==> config.mk <==
export PLATFORM = sky130hd
export DESIGN_NAME = event_queue_flat
export DESIGN_NICKNAME = d
export VERILOG_FILES = /design/src/rtl/event_queue_if.sv /design/src/rtl/event_queue.sv /design/src/flat_wrapper.sv
export SDC_FILE = /design/constraint.sdc
export NUM_CORES = 1
export LEC_CHECK = 0
export ABC_AREA = 1
export BUFFER_PORTS_ARGS = -buffer_cell sky130_fd_sc_hd__clkbuf_2
export CAP_MARGIN = 20
export CORE_MARGIN = 4
export CORE_UTILIZATION = 53
export CTS_BUF_LIST = sky130_fd_sc_hd__clkbuf_4
export CTS_CLUSTER_SIZE = 40
export DETAILED_ROUTE_END_ITERATION = 7
export PLACE_DENSITY = 0.75
export SETUP_SLACK_MARGIN = 0.05
export SLEW_MARGIN = 20
export SYNTH_ARGS = -nofsm -noshare
export SYNTH_HDL_FRONTEND = slang
export SYNTH_SLANG_ARGS = --single-unit
==> constraint.sdc <==
create_clock -name clk -period 2.9 [get_ports clk]
set_input_delay 0.145 -clock clk [delete_from_list [all_inputs] [get_ports clk]]
set_output_delay 0.145 -clock clk [all_outputs]
set_load 0.01 [all_outputs]
==> src/rtl/event_queue_if.sv <==
// Dispatcher handshake bundle: event_queue drives transmit and the entry fields,
// and the dispatcher answers with busy.
interface event_queue_if;
  logic        transmit;
  logic        busy;
  logic [2:0]  data;
  logic [15:0] ts;
  logic [8:0]  liv_out;

  modport master (output transmit, data, ts, liv_out, input busy);
  modport slave  (input transmit, data, ts, liv_out, output busy);
endinterface

==> src/rtl/event_queue.sv <==
// Edge-detects the monitoring event lines, stamps each event with BCD time and the
// level counter, queues it, and hands entries one at a time to the dispatcher.
module event_queue #(
  parameter int unsigned DEPTH    = 4,
  parameter int unsigned PTR_BITS = 2,
  parameter int unsigned LEV_STEP = 5,
  parameter int unsigned TIMEOUT  = 16
) (
  input  logic                clk,
  input  logic                rst,
  input  logic                status,
  input  logic                history,
  input  logic                change,
  input  logic                lev,
  input  logic                clear,
  input  logic [3:0]          o_min,
  input  logic [3:0]          o_dmin,
  input  logic [3:0]          o_ore,
  input  logic [3:0]          o_dore,
  event_queue_if.master       disp,
  output logic [8:0]          livello,
  output logic [PTR_BITS:0]   count,
  output logic                overflow,
  output logic                hs_err
);

  localparam int unsigned TmrW   = $clog2(TIMEOUT + 1);
  localparam logic [9:0]  LivMax = 10'd510;

  typedef enum logic [1:0] {StIdle, StSend, StWaitHi, StWaitLo} state_e;

  // Line vector ordered by arbitration priority, highest in the MSB.
  logic [4:0] lines, prev_q, pend_q, pend_d, rise, grant;
  logic [2:0] code;
  logic       push_req, push, pop, drop, full, hs_set;
  logic [9:0] lev_sum;
  logic [8:0] livello_q, liv_new;
  logic [27:0] entry;
  logic [27:0] mem_q [DEPTH];
  logic [PTR_BITS-1:0] wr_ptr_q, rd_ptr_q;
  logic [PTR_BITS:0]   count_q;
  logic        overflow_q, hs_err_q;
  logic [2:0]  data_q;
  logic [15:0] ts_q;
  logic [8:0]  liv_q;
  state_e      state_q, state_d;
  logic [TmrW-1:0] tmr_q, tmr_d;

  assign lines = {clear, status, change, history, lev};
  assign rise  = lines & ~prev_q;

  always_comb begin
    grant = '0;
    code  = '0;
    if (pend_q[4]) begin
      grant = 5'b10000;
      code  = 3'd4;
    end else if (pend_q[3]) begin
      grant = 5'b01000;
      code  = 3'd3;
    end else if (pend_q[2]) begin
      grant = 5'b00100;
      code  = 3'd2;
    end else if (pend_q[1]) begin
      grant = 5'b00010;
      code  = 3'd6;
    end else if (pend_q[0]) begin
      grant = 5'b00001;
      code  = 3'd1;
    end
  end

  // An edge on a line whose bit is still pending simply merges into it.
  assign pend_d   = (pend_q & ~grant) | rise;
  assign push_req = |pend_q;

  assign lev_sum = {1'b0, livello_q} + 10'(LEV_STEP);
  always_comb begin
    liv_new = livello_q;
    if (grant[4]) begin
      liv_new = '0;
    end else if (grant[0]) begin
      liv_new = (lev_sum > LivMax) ? LivMax[8:0] : lev_sum[8:0];
    end
  end

  assign entry = {code, o_dore, o_ore, o_dmin, o_min, liv_new};
  assign full  = (count_q == (PTR_BITS + 1)'(DEPTH));
  assign pop   = (state_q == StIdle) && (count_q != '0) && !disp.busy;
  assign push  = push_req && (!full || pop);
  assign drop  = push_req && full && !pop;

  always_comb begin
    state_d = state_q;
    tmr_d   = tmr_q;
    hs_set  = 1'b0;
    unique case (state_q)
      StIdle: if (pop) state_d = StSend;
      StSend: begin
        tmr_d   = '0;
        state_d = StWaitHi;
      end
      StWaitHi: begin
        if (disp.busy) begin
          state_d = StWaitLo;
        end else if (tmr_q == TmrW'(TIMEOUT - 1)) begin
          hs_set  = 1'b1;
          state_d = StIdle;
        end else begin
          tmr_d = tmr_q + 1'b1;
        end
      end
      StWaitLo: if (!disp.busy) state_d = StIdle;
      default:  state_d = StIdle;
    endcase
  end

  always_ff @(posedge clk) begin
    if (push) mem_q[wr_ptr_q] <= entry;
  end

  always_ff @(posedge clk) begin
    if (rst) begin
      prev_q     <= lines;
      pend_q     <= '0;
      livello_q  <= '0;
      wr_ptr_q   <= '0;
      rd_ptr_q   <= '0;
      count_q    <= '0;
      overflow_q <= 1'b0;
      hs_err_q   <= 1'b0;
      data_q     <= '0;
      ts_q       <= '0;
      liv_q      <= '0;
      state_q    <= StIdle;
      tmr_q      <= '0;
    end else begin
      prev_q     <= lines;
      pend_q     <= pend_d;
      overflow_q <= overflow_q | drop;
      hs_err_q   <= hs_err_q | hs_set;
      state_q    <= state_d;
      tmr_q      <= tmr_d;
      if (push) begin
        wr_ptr_q  <= wr_ptr_q + 1'b1;
        livello_q <= liv_new;
      end
      if (pop) begin
        {data_q, ts_q, liv_q} <= mem_q[rd_ptr_q];
        rd_ptr_q <= rd_ptr_q + 1'b1;
      end
      unique case ({push, pop})
        2'b10:   count_q <= count_q + 1'b1;
        2'b01:   count_q <= count_q - 1'b1;
        default: count_q <= count_q;
      endcase
    end
  end

  assign disp.transmit = (state_q == StSend);
  assign disp.data     = data_q;
  assign disp.ts       = ts_q;
  assign disp.liv_out  = liv_q;
  assign livello       = livello_q;
  assign count         = count_q;
  assign overflow      = overflow_q;
  assign hs_err        = hs_err_q;

endmodule

==> src/flat_wrapper.sv <==
// flat-port wrapper written by rule: the top's interface ports become plain ports
module event_queue_flat 
#(
  parameter int unsigned DEPTH    = 4,
  parameter int unsigned PTR_BITS = 2,
  parameter int unsigned LEV_STEP = 5,
  parameter int unsigned TIMEOUT  = 16
)
  (clk, rst, status, history, change, lev, clear, o_min, o_dmin, o_ore, o_dore, livello, count, overflow, hs_err, disp_transmit, disp_data, disp_ts, disp_liv_out, disp_busy);
  event_queue_if disp_i ();
  input  logic clk;
  input  logic rst;
  input  logic status;
  input  logic history;
  input  logic change;
  input  logic lev;
  input  logic clear;
  input  logic [3:0] o_min;
  input  logic [3:0] o_dmin;
  input  logic [3:0] o_ore;
  input  logic [3:0] o_dore;
  output logic [8:0] livello;
  output logic [PTR_BITS:0] count;
  output logic overflow;
  output logic hs_err;
  output wire logic [$bits(disp_i.transmit)-1:0] disp_transmit;
  output wire logic [$bits(disp_i.data)-1:0] disp_data;
  output wire logic [$bits(disp_i.ts)-1:0] disp_ts;
  output wire logic [$bits(disp_i.liv_out)-1:0] disp_liv_out;
  input wire logic [$bits(disp_i.busy)-1:0] disp_busy;
  assign disp_transmit = disp_i.transmit;
  assign disp_data = disp_i.data;
  assign disp_ts = disp_i.ts;
  assign disp_liv_out = disp_i.liv_out;
  assign disp_i.busy = disp_busy;
  event_queue #(.DEPTH(DEPTH), .PTR_BITS(PTR_BITS), .LEV_STEP(LEV_STEP), .TIMEOUT(TIMEOUT)) u_core (.clk(clk), .rst(rst), .status(status), .history(history), .change(change), .lev(lev), .clear(clear), .o_min(o_min), .o_dmin(o_dmin), .o_ore(o_ore), .o_dore(o_dore), .disp(disp_i), .livello(livello), .count(count), .overflow(overflow), .hs_err(hs_err));
endmodule
Word-level counts from Yosys, hierarchy flattened

Memory sizes are Yosys's and may differ from the RTL's. A register that Yosys moved wholly into a read port is not among the register bits.
Cells that the tools add are included.

Add/sub/neg operators: 6
$lt $le $gt $ge: 1
Eq/ne operators: 12
Muxes and demuxes: 27
Bitwise logic cells: 7
Reduce and logical (&&, ||, !) cells: 16

Operator list:

| kind                                                                   | number |
|---|---|
| 5-bit two-way mux                                                      | 6 |
| 9-bit two-way mux                                                      | 3 |
| 3-bit two-way mux                                                      | 4 |
| 9-bit by 3-bit adder with 10-bit output (second input constant)        | 1 |
| 5-bit bitwise AND                                                      | 2 |
| 10-bit by 9-bit > comparator with 1-bit output (second input constant) | 1 |
| 5-bit inverter                                                         | 2 |
| 5-bit one-hot mux with 2 select lines                                  | 1 |
| 2-bit two-way mux                                                      | 4 |
| 2-bit one-hot mux with 4 select lines                                  | 1 |
| 1-bit two-way mux                                                      | 7 |
| 2-bit == test (second input constant)                                  | 3 |
| 2-bit != test (second input constant)                                  | 3 |
| 3-bit one-hot mux with 2 select lines                                  | 1 |
| 3-bit AND reduction                                                    | 2 |
| 5-bit by 1-bit adder with 5-bit output (second input constant)         | 1 |
| 5-bit by 4-bit == test with 1-bit output (second input constant)       | 1 |
| 1-bit logical AND                                                      | 5 |
| 5-bit OR                                                               | 1 |
| 5-bit OR reduction                                                     | 1 |
| 2-bit by 1-bit adder with 2-bit output (second input constant)         | 2 |
| 2-bit by 1-bit == test with 1-bit output (second input constant)       | 2 |
| 2-bit nonzero test                                                     | 2 |
| 3-bit by 1-bit adder with 3-bit output (second input constant)         | 1 |
| other kinds (9)                                                        | 12 |

Register bits after elaboration: 35
Bits in writable memories: 112
Bits of input ports: 24
Output and inout bits: 43
Memories: 1

Memory list:

| memory       | depth | bits a word | rd ports | clocked after Yosys merged registers in | write ports | RTL line          | text |
|---|---|---|---|---|---|---|---|
| u_core.mem_q | 4     | 28          | 1        | 1                                       | 1           | event_queue.sv:39 | `logic [27:0] mem_q [DEPTH];` |

Longest topological paths before layout

Gate-level depths: netlist (run 1).

Word-level depth: 8
Mapped depth: 12
Gate-level depth less buffers: 12

Least setup slack after synthesis (run 1)

OpenSTA, ideal clock, no wires.

Path type: reg2reg
From: register u_core.count_q[0] (netlist: u_core.count[0])
To: memory u_core.mem_q[0][0] (enable)
Arrival time: 1950 ps
Required time: 2487 ps
Path slack: 537 ps
Stages on the path, launching flop included: 7
Period minus slack after synthesis: 2363 ps
Cells stage by stage: dfxtp_1 > nor2_1 > inv_2 > nor2_1 > nand2_1 > nand2_4 > nor2_1

Longest elaborated chain between the ends: 7
Elaborated cells on any way between the ends: 9
Those cells by class: 1 x eq/ne; 2 x mux; 6 x reduce/logical

Ends and longest elaborated chain:

| item                                        | RTL line           | text |
|---|---|---|
| start: declaration                          | event_queue.sv:41  | `logic [PTR_BITS:0] count_q;` |
| start signal: assignment                    | event_queue.sv:153 | `2'b10: count_q <= count_q + 1'b1;` |
| start signal: assignment                    | event_queue.sv:154 | `2'b01: count_q <= count_q - 1'b1;` |
| start signal: assignment                    | event_queue.sv:155 | `default: count_q <= count_q;` |
| 3-bit nonzero test                          | event_queue.sv:89  | `assign pop = (state_q == StIdle) && (count_q != '0) && !disp.busy;` |
| 1-bit logical AND (2 in a row)              | event_queue.sv:89  |  |
| 1-bit logical OR (*)                        | event_queue.sv:90  | `assign push = push_req && (!full \|\| pop);` |
| 1-bit logical AND (*)                       | event_queue.sv:90  |  |
| 1-bit two-way mux (*)                       | event_queue.sv:119 | `if (push) mem_q[wr_ptr_q] <= entry;` |
| 1-bit two-way mux (not written as such) (*) | event_queue.sv:119 |  |
| end: declaration                            | event_queue.sv:39  |  |

Mark *: on every way between the ends. The rest lies on a longest branch, timed or not.

Worst setup path in the final report (run 1)

From: register u_core.pend_q[3]
To: register u_core.count_q[2] (netlist: u_core.count[2])

Longest elaborated chain between the ends: 4
Elaborated cells on any way between the ends: 6
Those cells by class: 2 x eq/ne; 1 x mux; 3 x reduce/logical

Ends and longest elaborated chain:

| item                                                                               | RTL line           | text |
|---|---|---|
| start: declaration                                                                 | event_queue.sv:33  | `logic [4:0] lines, prev_q, pend_q, pend_d, rise, grant;` |
| start signal: assignment                                                           | event_queue.sv:139 | `pend_q <= pend_d;` |
| 5-bit OR reduction (*)                                                             | event_queue.sv:75  | `assign push_req = \|pend_q;` |
| 1-bit logical AND (*)                                                              | event_queue.sv:90  |  |
| 2-bit by 1-bit == test with 1-bit output / 2-bit == test (equally long branches)   | event_queue.sv:152 | `unique case ({push, pop})` |
| 3-bit one-hot mux with 2 select lines / 2-bit nonzero test (equally long branches) | --                 |  |

Marked as above.
A chain may end at the register's enable or synchronous reset.

==> qor.txt, run 1 <==
Status: finished, final reports clean
Vias post-DR: 5,051
Setup TNS: 0 ns
Die ar.: 15,200 um2
Max clock buf depth: 2
Sequential share of the synthesized area: 65.7%
Area occupied by multi-input gates: 2040 um2
Clk root buf: clkbuf_4
Hold Startpoint: history
Layout cells sized above 1: 17.7%
Reg2reg end: u_core.count[2]$_SDFFE_PP0P_
Filler cells: 1,016
Mean Syn Cell Area: 10.3 um2
WS Path Type: flip-flop to flip-flop
Max stage delay on crit path: 0.39 ns
Layout Area Growth over Synthesis: 13.6%
Die Y-Extent: 123 um
Most frequent cells in the layout: nor2_1, edfxtp_1, o21ai_0
Commonest non-fill, non-tap cell in the layout: nor2_1
Worst R2R Start: u_core.pend_q[3]$_SDFF_PP0_
Ys async rst share: 0%
Clk slew on worst S/H paths: 0.14 ns
Drt first-iter violations: 393
Ys flop type: edfxtp_1
Drt wl/cell: 15.6 um
Slew @ Worst Pin: 1.02 ns
DIE WIDTH: 123 um
DR pass1 iterations: 5
Global-route wire length before repair: 24,100 um
CP max-delay cell: fa_1
Req. time, crit path: 3.37 ns
R2R Setup Slk: 0.65 ns
Critical path, cell by cell: nor2_1 > inv_2 > nor4_2 > inv_2 > nand2_4 > ha_1 > inv_1 > fa_1 > a21oi_1 > o21ai_0 > o21ai_0 > a21oi_1
Remaining DRCs: 0
Post-synth cell types: 36
# port buffers: 66
CTS tree: done
Slew Viols, Final: 0
Top Ports: 67
DR vias/cell: 5.31
RSZ-0062 raised after global routing: false
Initial Utilization: 54.9%
Syn Std Cell Area: 7040 um2
Area contributors post-synth: edfxtp_1, dfxtp_1, nor2_1
Startpoint Class: flip-flop
Initial antenna violation count: 1
Max-capacitance violation count: 0
Hold WC Path Type: input port to flip-flop
Peak supply drop: 0.000427 V
Inserted Clock Buffers: 17
Arr. time, crit path: 2.72 ns
Largest net degree at the start of global routing: 59
Detail Placement HPWL: 8820 um
Final Wtd Congestion: 0.985
Buf+Inv Stages, Crit Path: 3
Cells after Synth: 681
Critical path capture point type: flip-flop
Final setup fails: 0
WHS: 0.242 ns
Top-area cell type share of the netlist area: 47.8%
Leak pwr: 3.11 nW
Vias in the first global route: 4,993
Delay-heaviest family, CP: adder cells
Ys Warns: 0
Final min period: 2.25 ns
Power per Cell Area: 793 nW/um2
Fmax: 445 MHz
Clock Sinks: 175
Floorplan row count: 41
Number of H-tree levels: 4
Core box area: 12,800 um2
Final Hold Fails: 0
Post-CTS setup buffer count: 0
Nets: 799
WHS Path Cells: 2
Hold Path Sink: u_core.prev_q[1]$_DFF_P_
Post-synth EDFFs: 112
Max_slew headroom: 31.8%
Drt total wl: 14,800 um
Skew final: 0.0241 ns
Largest area contributor in the netlist: edfxtp_1
Register Area: 4630 um2
ANT nets after route: 0
Worst-skew pair later-pin latency: 0.57 ns
CP max FO: 10
Cells on worst reg2reg path: 12
Grt ovf: 0
Crit share post-route: 77.6%
Syn Nets: 715
Synth Register Bits: 175
Gr usage total: 20.9%
==> logic make-up after synthesis <==
family	share of synthesized area (%)
AO/OA/AOI/OAI	13.3
flip-flops	65.7
buffers and inverters	5.49
adder cells (fa/ha/maj)	1.88
AND/OR/NAND/NOR	13.5
XOR/XNOR	0.124
==> timing repair <==
item | in CTS | in global routing
resized for setup | 0 | 0
endpoints found under the hold margin | 82 | 0
hold buffers | 23 | 0
==> sequential cells by signal, indices dropped and copies added, names as in the netlist <==
register and cells:
u_core.disp.ts 16, u_core.tmr_q 5, u_core.overflow 1, u_core.rd_ptr_q 2
u_core.livello 9, u_core.hs_err 1, u_core.count 3, u_core.state_q 2
u_core.disp.data 3, u_core.disp.liv_out 9, u_core.pend_q 5, u_core.prev_q 5
u_core.wr_ptr_q 2, u_core.mem_q 112
==> metal layers <==
metal  global-route usage [%]  share of wire (%)  vias up
li1                         -                  -     2491
met1                     25.7                 42     2387
met2                     35.7                 51      148
met3                     4.99                5.6       25
met4                     8.17                1.9        0
met5                        0                  0        -
==> Yosys cell counts, types with 3 or more instances <==
cell / count
nand2_1: 46
edfxtp_1: 112
dfxtp_1: 63
nor2_1: 148
clkbuf_1: 18
inv_2: 11
inv_1: 53
buf_2: 12
o21ai_0: 104
a31oi_1: 30
nand2_2: 6
a21oi_2: 4
o21ai_1: 4
ha_1: 9
a21oi_1: 19
a211oi_1: 3
nand3_1: 16
==> how the worst max path moves through the flow <==
stage | cells after the start | start | endpoint
6_report | 12 | u_core.pend_q[3]$_SDFF_PP0_ | u_core.count[2]$_SDFFE_PP0P_
5_1_grt | 12 | u_core.pend_q[3]$_SDFF_PP0_ | u_core.count[2]$_SDFFE_PP0P_
4_1_cts | 12 | u_core.pend_q[3]$_SDFF_PP0_ | u_core.count[2]$_SDFFE_PP0P_
3_5_place_dp | 12 | u_core.pend_q[3]$_SDFF_PP0_ | u_core.count[2]$_SDFFE_PP0P_
3_3_place_gp | 12 | u_core.pend_q[3]$_SDFF_PP0_ | u_core.count[2]$_SDFFE_PP0P_
2_1_floorplan | 6 | u_core.count[0]$_SDFFE_PP0P_ | u_core.mem_q[0][0]$_DFFE_PP_
==> area by class of cell <==
cell class,instances,share of cell area (%)
multi-input cells,409,25.5
inverters,65,3.05
clock buffers,21,1.97
repair buffers,97,7.76
diodes,1,0.0313
well taps,172,2.69
clock inverters,11,1.14
flip-flops and latches,175,57.9
==> where the power goes <==
group	internal [W]	leakage, nW	switching, W	total, W
clock	0.000455	0.132	0.000787	0.00124
combinational	0.000567	1.42	0.00120	0.00177
sequential	0.00312	1.56	0.000207	0.00333
==> through the flow <==
step                power [W]  area, um2  util (%)  worst slack [ns]  std cells
global placement      0.00506       7510      58.6             0.784        895
global route          0.00677       7990      62.3             0.560        951
finish                0.00634       7990      62.3             0.651        951
floorplan             0.00454       7040         -             0.537        681
CTS                   0.00640       7990      62.3             0.641        950
detailed placement    0.00514       7510      58.6             0.651        895
==> worst reg2reg max path, cell delays in order, from the launching register on <==
cell	delay [ns]
dfxtp_1	0.36
nor2_1	0.18
inv_2	0.06
nor4_2	0.17
inv_2	0.09
nand2_4	0.14
ha_1	0.17
inv_1	0.07
fa_1	0.39
a21oi_1	0.17
o21ai_0	0.14
o21ai_0	0.16
a21oi_1	0.06
Note: power is estimated with default switching activity, not from simulation.
==> inputs of run 2 (changes only) <==
- clock period: 2.9 -> 2.2 ns (I/O delays scaled with it)
==> qor.txt, run 2 (synthesis results as in run 1) <==
Status: finished, final reports clean
Power per Cell Area: 1040 nW/um2 (+31%)
Number of H-tree levels: 4 (unchanged)
Hold WC Path Type: input port to flip-flop
Detail Placement HPWL: 9210 um (+4.3%)
Max reg flops: 112 (unchanged)
Gr usage total: 20.2% (-0.69 points)
Clk root buf: clkbuf_4
Vias in the first global route: 4,934 (-1.2%)
Max_slew headroom: 57.7% (+26 points)
WS Path Type: flip-flop to flip-flop
Skew final: 0.0115 ns (-0.0126 ns)
Remaining DRCs: 0 (unchanged)
Layout Area Growth over Synthesis: 15.0%
DIE WIDTH: 123 um (unchanged)
Largest net degree at the start of global routing: 59 (unchanged)
Final min period: 2.07 ns (-0.182 ns)
Max clock buf depth: 2 (unchanged)
Reg2reg end: u_core.count[2]$_SDFFE_PP0P_
WHS Path Cells: 2 (unchanged)
Commonest non-fill, non-tap cell in the layout: nor2_1
ANT nets after route: 0 (unchanged)
CTS tree: done
Arr. time, crit path: 2.52 ns (-0.20 ns)
Largest Register: u_core.mem_q
Drt total wl: 14,500 um (-2.1%)
Crit share post-route: 94.0% (+16 points)
Initial Utilization: 54.9% (unchanged)
Slew @ Worst Pin: 0.634 ns (-0.383 ns)
Core box area: 12,800 um2 (unchanged)
Top Ports: 67 (unchanged)
Clock Sinks: 175 (unchanged)
Worst-skew pair later-pin latency: 0.55 ns (-0.02 ns)
Grt ovf: 0 (unchanged)
Nets: 808 (+1.1%)
Min setup slack post-route: 0.133 ns (-0.518 ns)
Slew Viols, Final: 0 (unchanged)
Drt wl/cell: 15.1 um (-2.9%)
N_diodes: 0 (-1)
Vias post-DR: 5,075 (+0.48%)
Global-route wire length before repair: 23,700 um (-1.9%)
# port buffers: 66 (unchanged)
Die Y-Extent: 123 um (unchanged)
Cells on worst reg2reg path: 12 (unchanged)
Startpoint Class: flip-flop
Final setup fails: 0 (unchanged)
Critical path capture point type: flip-flop
Pre-CTS WS: 0.124 ns (-0.527 ns)
Total power: 0.00838 W (+32%)
Req. time, crit path: 2.65 ns (-0.72 ns)
Final Hold Fails: 0 (unchanged)
Initial antenna violation count: 0 (-1)
RSZ-0062 raised after global routing: false
Worst R2R Start: u_core.pend_q[3]$_SDFF_PP0_
Fmax: 484 MHz (+8.8%)
Crit path from: u_core.pend_q[3]$_SDFF_PP0_
Max-capacitance violation count: 0 (unchanged)
Setup TNS: 0 ns (unchanged)
Leak pwr: 3.17 nW (+1.9%)
Setup crit end: u_core.count[2]$_SDFFE_PP0P_
CP max FO: 5 (-5)
Peak supply drop: 0.000632 V (+48%)
Inserted Clock Buffers: 17 (unchanged)
Floorplan row count: 41 (unchanged)
R2R Setup Slk: 0.13 ns (-0.52 ns)
DR pass1 iterations: 5 (unchanged)
Layout cells sized above 1: 19.3% (+1.6 points)
Drt first-iter violations: 489 (+24%)
WHS: 0.213 ns (-0.0286 ns)
DR vias/cell: 5.29 (-0.36%)
Most frequent cells in the layout: nor2_1, edfxtp_1, o21ai_0
Final Wtd Congestion: 0.985 (about the same)
Die ar.: 15,200 um2 (unchanged)
Clk slew on worst S/H paths: 0.13 ns (about the same)
Filler cells: 1,014 (-0.20%)
[run 2: cell types whose count changed in the layout (fill, tap and decap cells not counted), sizes merged]
| cell | delta |
|---|---|
| clkbuf | -4 |
| clkinv | +2 |
| clkinvlp | -1 |
| buf | +9 |
| diode | -1 |
| inv | +3 |
[run 2: per-stage QoR]
| stage | cell area (um2) | utilization (%) | instances |
|---|---|---|---|
| floorplan | 7040 | - | 681 |
| global placement | 7600 | 59.3 | 904 |
| detailed placement | 7600 | 59.3 | 904 |
| CTS | 8080 | 63.0 | 959 |
| global route | 8090 | 63.1 | 959 |
| finish | 8090 | 63.1 | 959 |
[run 2: worst min-delay path by stage]
| stage | startpoint | to | slack (ns) |
|---|---|---|---|
| final | change | u_core.prev_q[2]$_DFF_P_ | 0.21 |
| after global routing | change | u_core.prev_q[2]$_DFF_P_ | 0.17 |
| after CTS | clear | u_core.prev_q[4]$_DFF_P_ | 0.17 |
| after detailed placement | clear | u_core.prev_q[4]$_DFF_P_ | 0.24 |
| after global placement | history | u_core.prev_q[1]$_DFF_P_ | 0.23 |
| after floorplan | lev | u_core.prev_q[0]$_DFF_P_ | 0.14 |
[run 2: report_power, final]
part	leakage (nW)	internal [W]	switching [W]
Clock	0.135	0.000553	0.00105
Sequential	1.56	0.00412	0.000284
Combinational	1.47	0.000795	0.00158
[run 2: final cells by class]
cell class	instances	area, um2	share of cell area (%)
Sequential cell	175	4630	57.2
Multi-Input combinational cell	409	2040	25.2
Timing Repair Buffer	106	713	8.82
Inverter	65	244	3.02
Tap cell	172	215	2.66
Clock buffer	17	128	1.58
Clock inverter	15	120	1.48
[run 2: what timing repair did]
action                                 4_1_cts  5_1_grt
hold buffers                                23        0
setup buffers                                0        0
setup endpoints to repair                    0        1
resized for setup                            0        5
endpoints found under the hold margin       82        0
[run 2: worst max-delay path, cell delays in order (launching register included)]
cell	delay, ns
dfxtp_2	0.37
nor2_2	0.17
inv_2	0.06
nor4_2	0.18
inv_2	0.09
nand2_4	0.07
ha_1	0.13
inv_1	0.07
fa_1	0.38
a21oi_1	0.14
o21ai_0	0.11
o21ai_0	0.15
a21oi_1	0.06
[run 2: layer usage]
| metal | up-vias | global-route usage (%) | share of wire (%) |
|---|---|---|---|
| met1 | 2370 | 25.2 | 41 |
| met3 | 24 | 5.22 | 6.3 |
| met4 | 0 | 7.82 | 2.3 |
| li1 | 2508 | - | - |
| met2 | 173 | 33.8 | 50 |
| met5 | - | 0 | 0 |
==> inputs of run 3 (changes only) <==
- ABC_AREA: 1 -> 0
- CTS_BUF_LIST: sky130_fd_sc_hd__clkbuf_4 -> unset
- clock period: 2.2 -> 2.21 ns (I/O delays scaled with it)
==> qor.txt, run 3 <==
Power per Cell Area: 1110 nW/um2 (+6.8%)
Ys Warns: 0 (unchanged)
Clock Sinks: 175 (unchanged)
Startpoint Class: flip-flop
Area contributors post-synth: edfxtp_1, dfxtp_1, mux4_2
Max reg flops: 112 (unchanged)
Max stage delay on crit path: 0.41 ns (+0.03 ns)
Inserted Clock Buffers: 17 (unchanged)
Sequential share of the synthesized area: 67.4% (+1.7 points)
Fmax: 466 MHz (-3.7%)
Final min period: 2.15 ns (+0.0793 ns)
Peak supply drop: 0.000589 V (-6.9%)
Critical path capture point type: flip-flop
Vias post-DR: 4,419 (-13%)
Buf+Inv Stages, Crit Path: 2 (-1)
Req. time, crit path: 2.57 ns (-0.08 ns)
Max clock buf depth: 2 (unchanged)
Hold WC Path Type: input port to flip-flop
Remaining DRCs: 0 (unchanged)
Max_slew headroom: 65.8% (+8.0 points)
Final instance area: 8630 um2 (+6.7%)
Initial antenna violation count: 0 (unchanged)
Final Wtd Congestion: 0.864 (-12%)
Core box area: 12,700 um2 (-1.2%)
Post-synth EDFFs: 112 (unchanged)
Die Y-Extent: 122 um (-1.2%)
Detail Placement HPWL: 9080 um (-1.4%)
Skew final: 0.00868 ns (-0.00282 ns)
Nets: 664 (-18%)
Commonest non-fill, non-tap cell in the layout: edfxtp_1
Met1 GRT Util: 26.9% (+1.7 points)
Floorplan row count: 41 (unchanged)
Largest area contributor in the netlist: edfxtp_1
Worst-skew pair later-pin latency: 0.42 ns (-0.13 ns)
Syn Nets: 540 (-24%)
Most frequent cells in the layout: edfxtp_1, nand2_1, clkbuf_2
Slew Viols, Final: 0 (unchanged)
Ys flop type: edfxtp_1
CP max FO: 3 (-2)
Most Crowded Layer GR: met2
Gr usage total: 20.6% (+0.36 points)
Layout Area Growth over Synthesis: 25.8%
Delay-heaviest family, CP: simple AND/OR/NAND/NOR gates
Status: finished, final reports clean
Top Ports: 67 (unchanged)
Util after Layout: 68.1% (+5.1 points)
Mean Syn Cell Area: 13.6 um2 (+31%)
Final Hold Fails: 0 (unchanged)
ANT nets after route: 0 (unchanged)
Fin cells: 815 (-15%)
Grt ovf: 0 (unchanged)
Number of H-tree levels: 4 (unchanged)
Crit share post-route: 97.1% (+3.2 points)
Cells after Synth: 506 (-26%)
Met3 usage: 4.69% (-0.53 points)
Drt first-iter violations: 299 (-39%)
N_diodes: 0 (unchanged)
Syn Std Cell Area: 6860 um2 (-2.5%)
Largest net degree at the start of global routing: 31 (-47%)
Vias in the first global route: 4,586 (-7.1%)
WS Path Type: flip-flop to flip-flop
Clk slew on worst S/H paths: 0.06 ns (-0.07 ns)
DIE WIDTH: 122 um (-1.2%)
# port buffers: 66 (unchanged)
CTS tree: done
Final setup fails: 0 (unchanged)
Critical path, cell by cell: or3b_4 > a2bb2oi_4 > inv_2 > ha_4 > inv_1 > fa_2 > xor2_1 > or3_1 > a21oi_2
Largest Register: u_core.mem_q
Post-synth cell types: 47 (+31%)
Slew @ Worst Pin: 0.509 ns (-0.125 ns)
Synth cell count leaders: edfxtp_1, nand2_1, dfxtp_1
Drt total wl: 14,000 um (-3.8%)
DR vias/cell: 5.42 (+2.5%)
Initial Utilization: 54.2% (-0.71 points)
Top-area cell type share of the netlist area: 49.0% (+1.2 points)
Max-capacitance violation count: 0 (unchanged)
Synth Register Bits: 175 (unchanged)
Arr. time, crit path: 2.50 ns (-0.02 ns)
Layout cells sized above 1: 29.7% (+10 points)
CP max-delay cell: or3b_4
Clk root buf: clkbuf_16
Most frequent cell after synthesis: edfxtp_1
DR pass1 iterations: 5 (unchanged)
Global-route wire length before repair: 23,400 um (-0.90%)
RSZ-0062 raised after global routing: true
Placed cell area: 7740 um2 (+1.8%)
Drt wl/cell: 17.1 um (+13%)
GR Util met2: 34.6% (+0.72 points)
Leak pwr: 3.14 nW (-0.89%)
Placed instance count: 760 (-16%)
Die ar.: 14,800 um2 (-2.3%)
Ys async rst share: 0% (unchanged)
[run 3: cell count changes in the layout (fill, tap and decap cells not counted), sizes merged, moves of 21 or more]
| cell | change |
|---|---|
| nor2 | -120 |
| o21ai | -99 |
| inv | -49 |
| buf | +30 |
| a21oi | +28 |
| mux4 | +28 |
| a31oi | -24 |
| nand2 | +21 |
[run 3: logic make-up (layout without fill, tap and decap cells)]
group | after synthesis | in the layout | share of synthesized area, %
buf+inv | 43 | 180 | 2.53
xor+xnor | 11 | 11 | 1.40
flops | 175 | 175 | 67.4
mux | 28 | 28 | 9.19
fa+ha+maj | 10 | 10 | 1.93
simple gates | 154 | 154 | 10.2
compound gates | 85 | 85 | 7.31
[run 3: routing by layer]
layer | wire (um) | up-vias
li1 | - | 2111
met1 | 6090 | 2177
met2 | 6940 | 107
met3 | 724 | 24
met4 | 205 | 0
met5 | 0 | -
[run 3: cell type report]
| type | instances | area (um2) |
|---|---|---|
| Clock inverter | 11 | 175 |
| Inverter | 13 | 48.8 |
| Timing Repair Buffer | 135 | 966 |
| Fill cell | 905 | 4040 |
| Clock buffer | 21 | 460 |
| Tap cell | 172 | 215 |
| Multi-Input combinational cell | 288 | 2140 |
| Sequential cell | 175 | 4630 |
[run 3: report_power, final]
part / switching (W) / internal, W
registers: 0.000205 / 0.00399
logic: 0.00113 / 0.00102
clock network: 0.00124 / 0.00197
[run 3: what timing repair did]
item | CTS | global route
pin swaps | 2 | 0
endpoints found under the hold margin | 73 | 0
resized for setup | 3 | 3
setup buffers | 0 | 1
hold buffers | 22 | 0
endpoints found under the setup margin | 1 | 2
[run 3: final timing paths]
kind / slack (ns) / startpoint / end / cells after the start
worst min register to register: 0.46 / u_core.disp.ts[2]$_SDFFE_PP0P_ / u_core.disp.ts[2]$_SDFFE_PP0P_ / 2
worst max-delay path: 0.06 / u_core.count[1]$_SDFFE_PP0P_ / u_core.count[2]$_SDFFE_PP0P_ / 9
worst max register to register: 0.06 / u_core.count[1]$_SDFFE_PP0P_ / u_core.count[2]$_SDFFE_PP0P_ / 9
worst min-delay path: 0.06 / rst / u_core.livello[7]$_SDFFE_PP0P_ / 2
[run 3: stage by stage]
| step | total power, W | setup WS, ns | hold slack, ns | TNS (ns) |
|---|---|---|---|---|
| 4_1_cts | 0.00965 | 0.0674 | 0.0568 | 0 |
| 2_1_floorplan | 0.00555 | -0.106 | 0.138 | -0.106 |
| 6_report | 0.00955 | 0.0638 | 0.0639 | 0 |
| 3_3_place_gp | 0.00629 | 0.0419 | 0.224 | 0 |
| 5_1_grt | 0.0100 | -0.0570 | 0.0744 | -0.0570 |
| 3_5_place_dp | 0.00638 | -0.0354 | 0.231 | -0.0354 |
[run 3: worst reg2reg max path, delay by kind of cell (launching register included)]
family	cells	cell delay [ns]
AOI/OAI and AO/OA	2	0.29
xor gates and xnor gates	1	0.15
adders and majority gates	2	0.46
buffers and inverters	2	0.12
DFF	1	0.32
and+or+nand+nor	2	0.73
